--- src/rtl/register_file_sb_pkg.sv ---
// Shared CPU register-file package.
// Holds the default register geometry and the register-index type used by
// decode, issue and writeback, plus a helper that gives how many registers
// can actually be marked busy (register 0 is excluded when hardwired to 0).
package register_file_sb_pkg;

    localparam int RF_DATA_WIDTH = 32;
    localparam int RF_ADDR_WIDTH = 5;

    typedef logic [RF_ADDR_WIDTH-1:0] reg_idx_t;

    // Number of registers that can hold a busy bit.
    function automatic int unsigned rf_alloc_limit(input int addr_w, input bit zero_reg);
        return (32'd1 << addr_w) - (zero_reg ? 32'd1 : 32'd0);
    endfunction

endpackage

--- src/rtl/register_file_sb_if.sv ---
// Register-file bus: writeback port, issue (alloc) port, packed read ports
// and scoreboard status.
//   master : issue/decode/writeback side (drives indices, strobes, data)
//   slave  : the register file (returns operands, busy flags, count, full)
interface register_file_sb_if
    import register_file_sb_pkg::*;
#(
    parameter int DATA_WIDTH = RF_DATA_WIDTH,
    parameter int ADDR_WIDTH = RF_ADDR_WIDTH,
    parameter int NUM_READ   = 2
);
    logic                           write_en;
    logic [ADDR_WIDTH-1:0]          write_reg;
    logic [DATA_WIDTH-1:0]          write_data;
    logic                           alloc_en;
    logic [ADDR_WIDTH-1:0]          alloc_reg;
    logic [NUM_READ*ADDR_WIDTH-1:0] read_reg;
    logic [NUM_READ*DATA_WIDTH-1:0] read_data;
    logic [NUM_READ-1:0]            read_busy;
    logic [ADDR_WIDTH:0]            busy_count;
    logic                           full;

    modport master (
        output write_en, write_reg, write_data, alloc_en, alloc_reg, read_reg,
        input  read_data, read_busy, busy_count, full
    );

    modport slave (
        input  write_en, write_reg, write_data, alloc_en, alloc_reg, read_reg,
        output read_data, read_busy, busy_count, full
    );
endinterface

--- src/rtl/register_file_sb_scoreboard.sv ---
// rf_scoreboard: per-register busy vector with alloc-over-write priority,
// a registered count of busy registers and the full flag.
//   clk, reset          : clock, async active-low reset
//   alloc_en/alloc_reg  : issue marks a register busy
//   write_en/write_reg  : writeback clears the busy bit
//   busy                : busy vector, one bit per register
//   busy_count, full    : number of busy registers, all allocatable busy
module rf_scoreboard
    import register_file_sb_pkg::*;
#(
    parameter int ADDR_WIDTH = RF_ADDR_WIDTH,
    parameter int ZERO_REG   = 1
) (
    input  logic                    clk,
    input  logic                    reset,
    input  logic                    alloc_en,
    input  logic [ADDR_WIDTH-1:0]   alloc_reg,
    input  logic                    write_en,
    input  logic [ADDR_WIDTH-1:0]   write_reg,
    output logic [(1<<ADDR_WIDTH)-1:0] busy,
    output logic [ADDR_WIDTH:0]     busy_count,
    output logic                    full
);
    localparam int          DEPTH = 1 << ADDR_WIDTH;
    localparam int          CW    = ADDR_WIDTH + 1;
    localparam int unsigned LIMIT = rf_alloc_limit(ADDR_WIDTH, ZERO_REG != 0);

    logic          set_v, clr_v, inc, dec;
    logic [CW-1:0] count_next;

    // Register 0 never tracks a producer when it is hardwired to zero.
    assign set_v = alloc_en && !((ZERO_REG != 0) && (alloc_reg == '0));
    assign clr_v = write_en && !((ZERO_REG != 0) && (write_reg == '0));

    // Count only real transitions: re-alloc of a busy register and writes
    // to idle registers are no-ops; alloc+write to the same register keeps
    // it busy, so the write must not decrement.
    always_comb begin
        inc        = set_v && !busy[alloc_reg];
        dec        = clr_v && busy[write_reg] && !(set_v && (alloc_reg == write_reg));
        count_next = busy_count + {{ADDR_WIDTH{1'b0}}, inc} - {{ADDR_WIDTH{1'b0}}, dec};
    end

    always_ff @(posedge clk or negedge reset) begin
        if (!reset) begin
            busy       <= '0;
            busy_count <= '0;
        end else begin
            if (clr_v) busy[write_reg] <= 1'b0;
            // Set after clear: the newer producer wins on a shared index.
            if (set_v) busy[alloc_reg] <= 1'b1;
            busy_count <= count_next;
        end
    end

    assign full = (busy_count == CW'(LIMIT));

    logic unused_depth;
    assign unused_depth = (DEPTH == 0);

endmodule

--- src/rtl/register_file_sb.sv ---
// register_file_sb: multi-read, single-write register file with same-cycle
// write-to-read bypass, optional hardwired-zero register 0 and a per-register
// busy scoreboard so decode can stall on read_busy directly.
//   clk    : clock, all state updates on rising edge
//   reset  : async active-low, clears storage, busy bits and busy_count
//   bus    : register_file_sb_if slave (write, alloc, read ports, status)
module register_file_sb
    import register_file_sb_pkg::*;
#(
    parameter int DATA_WIDTH = RF_DATA_WIDTH,
    parameter int ADDR_WIDTH = RF_ADDR_WIDTH,
    parameter int NUM_READ   = 2,
    parameter int BYPASS     = 1,
    parameter int ZERO_REG   = 1
) (
    input  logic          clk,
    input  logic          reset,
    register_file_sb_if.slave bus
);
    localparam int DEPTH = 1 << ADDR_WIDTH;

    logic [DEPTH-1:0][DATA_WIDTH-1:0] mem;
    logic [DEPTH-1:0]                 busy;
    logic                             wr_ok;

    assign wr_ok = bus.write_en && !((ZERO_REG != 0) && (bus.write_reg == '0));

    always_ff @(posedge clk or negedge reset) begin
        if (!reset) begin
            mem <= '0;
        end else if (wr_ok) begin
            mem[bus.write_reg] <= bus.write_data;
        end
    end

    rf_scoreboard #(
        .ADDR_WIDTH (ADDR_WIDTH),
        .ZERO_REG   (ZERO_REG)
    ) u_sb (
        .clk        (clk),
        .reset      (reset),
        .alloc_en   (bus.alloc_en),
        .alloc_reg  (bus.alloc_reg),
        .write_en   (bus.write_en),
        .write_reg  (bus.write_reg),
        .busy       (busy),
        .busy_count (bus.busy_count),
        .full       (bus.full)
    );

    for (genvar i = 0; i < NUM_READ; i++) begin : g_rd
        logic [ADDR_WIDTH-1:0] r;
        logic                  is_zero;
        logic                  fwd;
        logic [DATA_WIDTH-1:0] val;

        assign r       = bus.read_reg[i*ADDR_WIDTH +: ADDR_WIDTH];
        assign is_zero = (ZERO_REG != 0) && (r == '0);
        // Forwarding is gated by reset so read_data stays 0 while reset is
        // held, even if writeback keeps strobing.
        assign fwd     = (BYPASS != 0) && reset && wr_ok && (bus.write_reg == r);

        always_comb begin
            val = mem[r];
            if (is_zero)  val = '0;
            else if (fwd) val = bus.write_data;
        end

        assign bus.read_data[i*DATA_WIDTH +: DATA_WIDTH] = val;
        // A forwarded write is the result the consumer was waiting for.
        assign bus.read_busy[i] = busy[r] && !is_zero && !fwd;
    end

endmodule

--- src/flat_wrapper.sv ---
// flat-port wrapper written by rule: the top's interface ports become plain ports
module register_file_sb_flat import register_file_sb_pkg::*;
#(
    parameter int DATA_WIDTH = RF_DATA_WIDTH,
    parameter int ADDR_WIDTH = RF_ADDR_WIDTH,
    parameter int NUM_READ   = 2,
    parameter int BYPASS     = 1,
    parameter int ZERO_REG   = 1
)
  (clk, reset, bus_write_en, bus_write_reg, bus_write_data, bus_alloc_en, bus_alloc_reg, bus_read_reg, bus_read_data, bus_read_busy, bus_busy_count, bus_full);
  register_file_sb_if #(.DATA_WIDTH(DATA_WIDTH), .ADDR_WIDTH(ADDR_WIDTH), .NUM_READ(NUM_READ)) bus_i ();
  input  logic clk;
  input  logic reset;
  input wire logic [$bits(bus_i.write_en)-1:0] bus_write_en;
  input wire logic [$bits(bus_i.write_reg)-1:0] bus_write_reg;
  input wire logic [$bits(bus_i.write_data)-1:0] bus_write_data;
  input wire logic [$bits(bus_i.alloc_en)-1:0] bus_alloc_en;
  input wire logic [$bits(bus_i.alloc_reg)-1:0] bus_alloc_reg;
  input wire logic [$bits(bus_i.read_reg)-1:0] bus_read_reg;
  output wire logic [$bits(bus_i.read_data)-1:0] bus_read_data;
  output wire logic [$bits(bus_i.read_busy)-1:0] bus_read_busy;
  output wire logic [$bits(bus_i.busy_count)-1:0] bus_busy_count;
  output wire logic [$bits(bus_i.full)-1:0] bus_full;
  assign bus_i.write_en = bus_write_en;
  assign bus_i.write_reg = bus_write_reg;
  assign bus_i.write_data = bus_write_data;
  assign bus_i.alloc_en = bus_alloc_en;
  assign bus_i.alloc_reg = bus_alloc_reg;
  assign bus_i.read_reg = bus_read_reg;
  assign bus_read_data = bus_i.read_data;
  assign bus_read_busy = bus_i.read_busy;
  assign bus_busy_count = bus_i.busy_count;
  assign bus_full = bus_i.full;
  register_file_sb #(.DATA_WIDTH(DATA_WIDTH), .ADDR_WIDTH(ADDR_WIDTH), .NUM_READ(NUM_READ), .BYPASS(BYPASS), .ZERO_REG(ZERO_REG)) u_core (.clk(clk), .reset(reset), .bus(bus_i));
endmodule
--- config.mk ---
export PLATFORM = sky130hd
export DESIGN_NAME = register_file_sb_flat
export DESIGN_NICKNAME = d
export VERILOG_FILES = /design/src/rtl/register_file_sb_pkg.sv /design/src/rtl/register_file_sb_if.sv /design/src/rtl/register_file_sb_scoreboard.sv /design/src/rtl/register_file_sb.sv /design/src/flat_wrapper.sv
export SDC_FILE = /design/constraint.sdc
export NUM_CORES = 2
export LEC_CHECK = 0
export ABC_CLOCK_PERIOD_IN_PS = 2760
export BUFFER_PORTS_ARGS = -buffer_cell sky130_fd_sc_hd__buf_2
export CAP_MARGIN = 10
export CORE_ASPECT_RATIO = 0.8
export CORE_UTILIZATION = 58
export CTS_CLUSTER_DIAMETER = 60
export DETAILED_ROUTE_END_ITERATION = 12
export PLACE_DENSITY = 0.79
export SLEW_MARGIN = 20
export SYNTH_ARGS = -nofsm -noshare
export SYNTH_HDL_FRONTEND = slang
export SYNTH_HIERARCHICAL = 1
export SYNTH_SLANG_ARGS = --single-unit
--- constraint.sdc ---
create_clock -name clk -period 2.76 [get_ports clk]
set_clock_uncertainty 0.05 [all_clocks]
set_input_delay 0.138 -clock clk [delete_from_list [all_inputs] [get_ports clk]]
set_output_delay 0.138 -clock clk [all_outputs]
set_load 0.02 [all_outputs]
==> reports/qor.yml <==
timing:
  layout_setup_ws_ns: -0.135
  timing.final.crit_share_pct: 105
  fmax_mhz: 345
  grt_setup_unrepaired: "true"
  final_hold_viol_count: 0
  final_max_slew_viol_count: 0
  worst_slew_pin_slew_ns: 1.01
  setup_viol: 5
  min_period_ns: 2.90
  relSlewSlack_pct: 32.5
placement:
  io_buffer_count: 128
  place_area_um2: 62400
  dp.cells: 5686
  dp_hpwl_mm: 113
  gp_congestion: 0.905
layout:
  fin_area_um2: 66800
  final_cells: 5928
  nets: 4583
  layout_commonest_cell: "dfrtp_1"
  final_cell_mix: "dfrtp_1, mux2_2, mux2i_1, mux4_2, buf_4"
  drive_above_1_share_pct: 44.2
  synthToLayoutAreaGrowth_pct: 13.6
min_path:
  holdPathStages: 2
  hold-path-endpoint: "u_core/mem[103]"
  min_path_type: "input pin to flop"
  hp-start: "bus_write_data[7]"
floorplan:
  initial_core_util_pct: 58.5
  ios: 129
  die_w_um: 358
  die_h_um: 287
  die_area_um2: 103000
  row_count: 104
  core_um2: 101000
cts:
  cts_made_buffers: 106
  cts_tree: "done"
  clockBufferDepth: 3
  clk_pin_slew_ns: 0.06
  cts_max_level: 3
  cts_num_sinks: 1062
  cts_root_buf: "clkbuf_16"
  clock_latency_ns: 0.70
detailed_routing:
  drtPass1Iterations: 7
  dr_total_vias: 42200
  routed_wirelength_mm: 188
  wire_per_inst_um: 31.7
  final_antenna_net_count: 0
  drtIter0Drc: 6068
  drcViolationCount: 0
  vias_per_cell: 7.11
setup_path:
  critPathCaptureType: "output pin"
  crit_fanout: 2
  required_ns: 2.57
  reg2reg_from: "u_core/u_sb/busy[25]"
  worstSetupPathType: "flop to output pin"
  timing.rr.end: "u_core/u_sb/busy_count[4]"
  cp_data_arrival_time_ns: 2.71
  rrSetupSlack_ns: -0.09
  startpoint_type: "flop"
  reg2reg_depth: 14
synthesis:
  yosysSeqAreaShare_pct: 45.2
  syn-num-nets: 4479
  yosysWarnings: 6
  synth_edf_count: 0
  ys_types: 68
  synth_area_per_cell_um2: 13.3
  ys_async_sr_fraction_pct: 100
  synth_area_um2: 58900
  yosysTopAreaCell: "dfrtp_1"
  yosys_register_bits: 1062
  yosys_most_used_dff: "dfrtp_1"
  ys_top_cells_by_area: "dfrtp_1, mux2_2, mux4_2"
  syn_inst: 4414
  synth_top_area_share_pct: 45.2
run_status:
  status: "finished, violations left"
  violations: "negative setup slack"
global_route:
  grt_pass1_wl_mm: 279
  grt_pass1_vias: 42300
  gr-usage-all-layers_pct: 36.7
  grt_max_degree: 163
  overflow: 0
  antenna_found_initial: 4
job:
  drv_cap: 0
power_and_ir_drop:
  power_density_nw_per_um2: 696
  ir_drop_v: 0.000513
  p_leak_nw: 30.1
## report_power, final
part	switching (W)	leakage [nW]	internal [W]
Clock	0.00636	1.72	0.00834
Sequential	0.00237	13.6	0.0186
Combinational	0.00483	14.8	0.00602
Total	0.0136	30.1	0.0330
## Yosys cell counts (7+ instances only)
| cell | number |
|---|---|
| dfrtp_1 | 1062 |
| mux2_2 | 1039 |
| mux2i_1 | 530 |
| mux4_2 | 271 |
| clkbuf_1 | 222 |
| a22oi_1 | 173 |
| nor2_1 | 148 |
| buf_2 | 134 |
| o21ai_0 | 99 |
| and3_1 | 86 |
| a21oi_1 | 72 |
| a211oi_1 | 69 |
| buf_1 | 54 |
| buf_4 | 42 |
| a221oi_1 | 37 |
| nor3_1 | 35 |
| nand2_1 | 34 |
| o221ai_1 | 31 |
| mux2_1 | 29 |
| nor4_1 | 27 |
| buf_6 | 26 |
| nand3_1 | 18 |
| inv_1 | 17 |
| nand3b_1 | 15 |
| nor2b_1 | 15 |
| mux4_1 | 14 |
| xor2_1 | 11 |
| o22ai_1 | 9 |
| ha_1 | 8 |
| xnor2_1 | 7 |
## critical path, stage by stage, from the launching register on
cell,delay (ns)
dfrtp_1,0.41
mux4_2,0.47
mux2i_1,0.22
nor2_1,0.06
a2111oi_1,0.35
a21oi_1,0.13
buf_4,0.19
buf_6,0.13
## per-layer routing
| metal | vias up | share of wire, % | global-route usage, % |
|---|---|---|---|
| li1 | 17000 | - | - |
| met1 | 21900 | 39 | 52.0 |
| met2 | 2731 | 43 | 52.5 |
| met3 | 518 | 13 | 11.9 |
| met4 | 6 | 3.9 | 13.9 |
| met5 | - | 0.022 | 0 |
## through the flow
step	utilization, %	hold slack (ns)	worst slack [ns]	setup TNS [ns]	total power [W]
floorplan	-	-0.208	0.0377	0	0.0279
global placement	62.1	-0.0534	-0.469	-1.31	0.0309
detailed placement	62.1	-0.0548	-0.452	-1.34	0.0314
CTS	66.2	0.00111	-0.133	-0.240	0.0463
global route	66.5	0.0414	-0.226	-0.886	0.0483
finish	66.5	0.0273	-0.135	-0.380	0.0465
## area by class of cell
| cell class | count | area, um^2 |
|---|---|---|
| Tap cell | 1325 | 1660 |
| Timing Repair Buffer | 477 | 4590 |
| Clock inverter | 25 | 349 |
| Inverter | 17 | 63.8 |
| Clock buffer | 167 | 3160 |
| Sequential cell | 1062 | 26600 |
| Fill cell | 7006 | 33700 |
| Antenna cell | 1 | 2.50 |
| Multi-Input combinational cell | 2854 | 30400 |
## state kept, by name, summed over array words and instances (netlist names)
register and count:
u_core/u_sb/busy 32, u_core/u_sb/busy_count 6, u_core/mem 1024
## worst max path at each step
stage                         startpoint                   endpoint  slack [ns]  depth (start not counted)
floorplan           u_core/u_sb/busy[19]  u_core/u_sb/busy_count[4]        0.04                         14
global route        u_core/u_sb/busy[14]  u_core/u_sb/busy_count[4]       -0.23                         14
CTS                  u_core/u_sb/busy[9]           bus_read_busy[1]       -0.13                          7
global placement        bus_write_reg[0]  u_core/u_sb/busy_count[4]       -0.47                         15
finish                   u_core/mem[319]          bus_read_data[63]       -0.14                          7
detailed placement      bus_write_reg[0]  u_core/u_sb/busy_count[4]       -0.45                         16
## what timing repair did
item	4_1_cts	5_1_grt
hold endpoints to repair	901	0
resized for setup	49	49
setup endpoints to repair	20	29
hold buffers	42	0
pin swaps	19	29
buffers inserted	7	5
## kinds of logic (layout without fill, tap and decap cells)
| kind of cell | after synthesis | count (layout) | share of synthesized area, % |
|---|---|---|---|
| mux | 1883 | 1883 | 40.4 |
| compound gates | 521 | 521 | 6.10 |
| other cells | 0 | 1 | 0 |
| fa+ha+maj | 9 | 9 | 0.204 |
| buf+inv | 498 | 686 | 4.10 |
| xor+xnor | 18 | 18 | 0.268 |
| flops | 1062 | 1062 | 45.2 |
| simple gates | 423 | 423 | 3.74 |
Note: power is estimated with default switching activity, not from simulation.
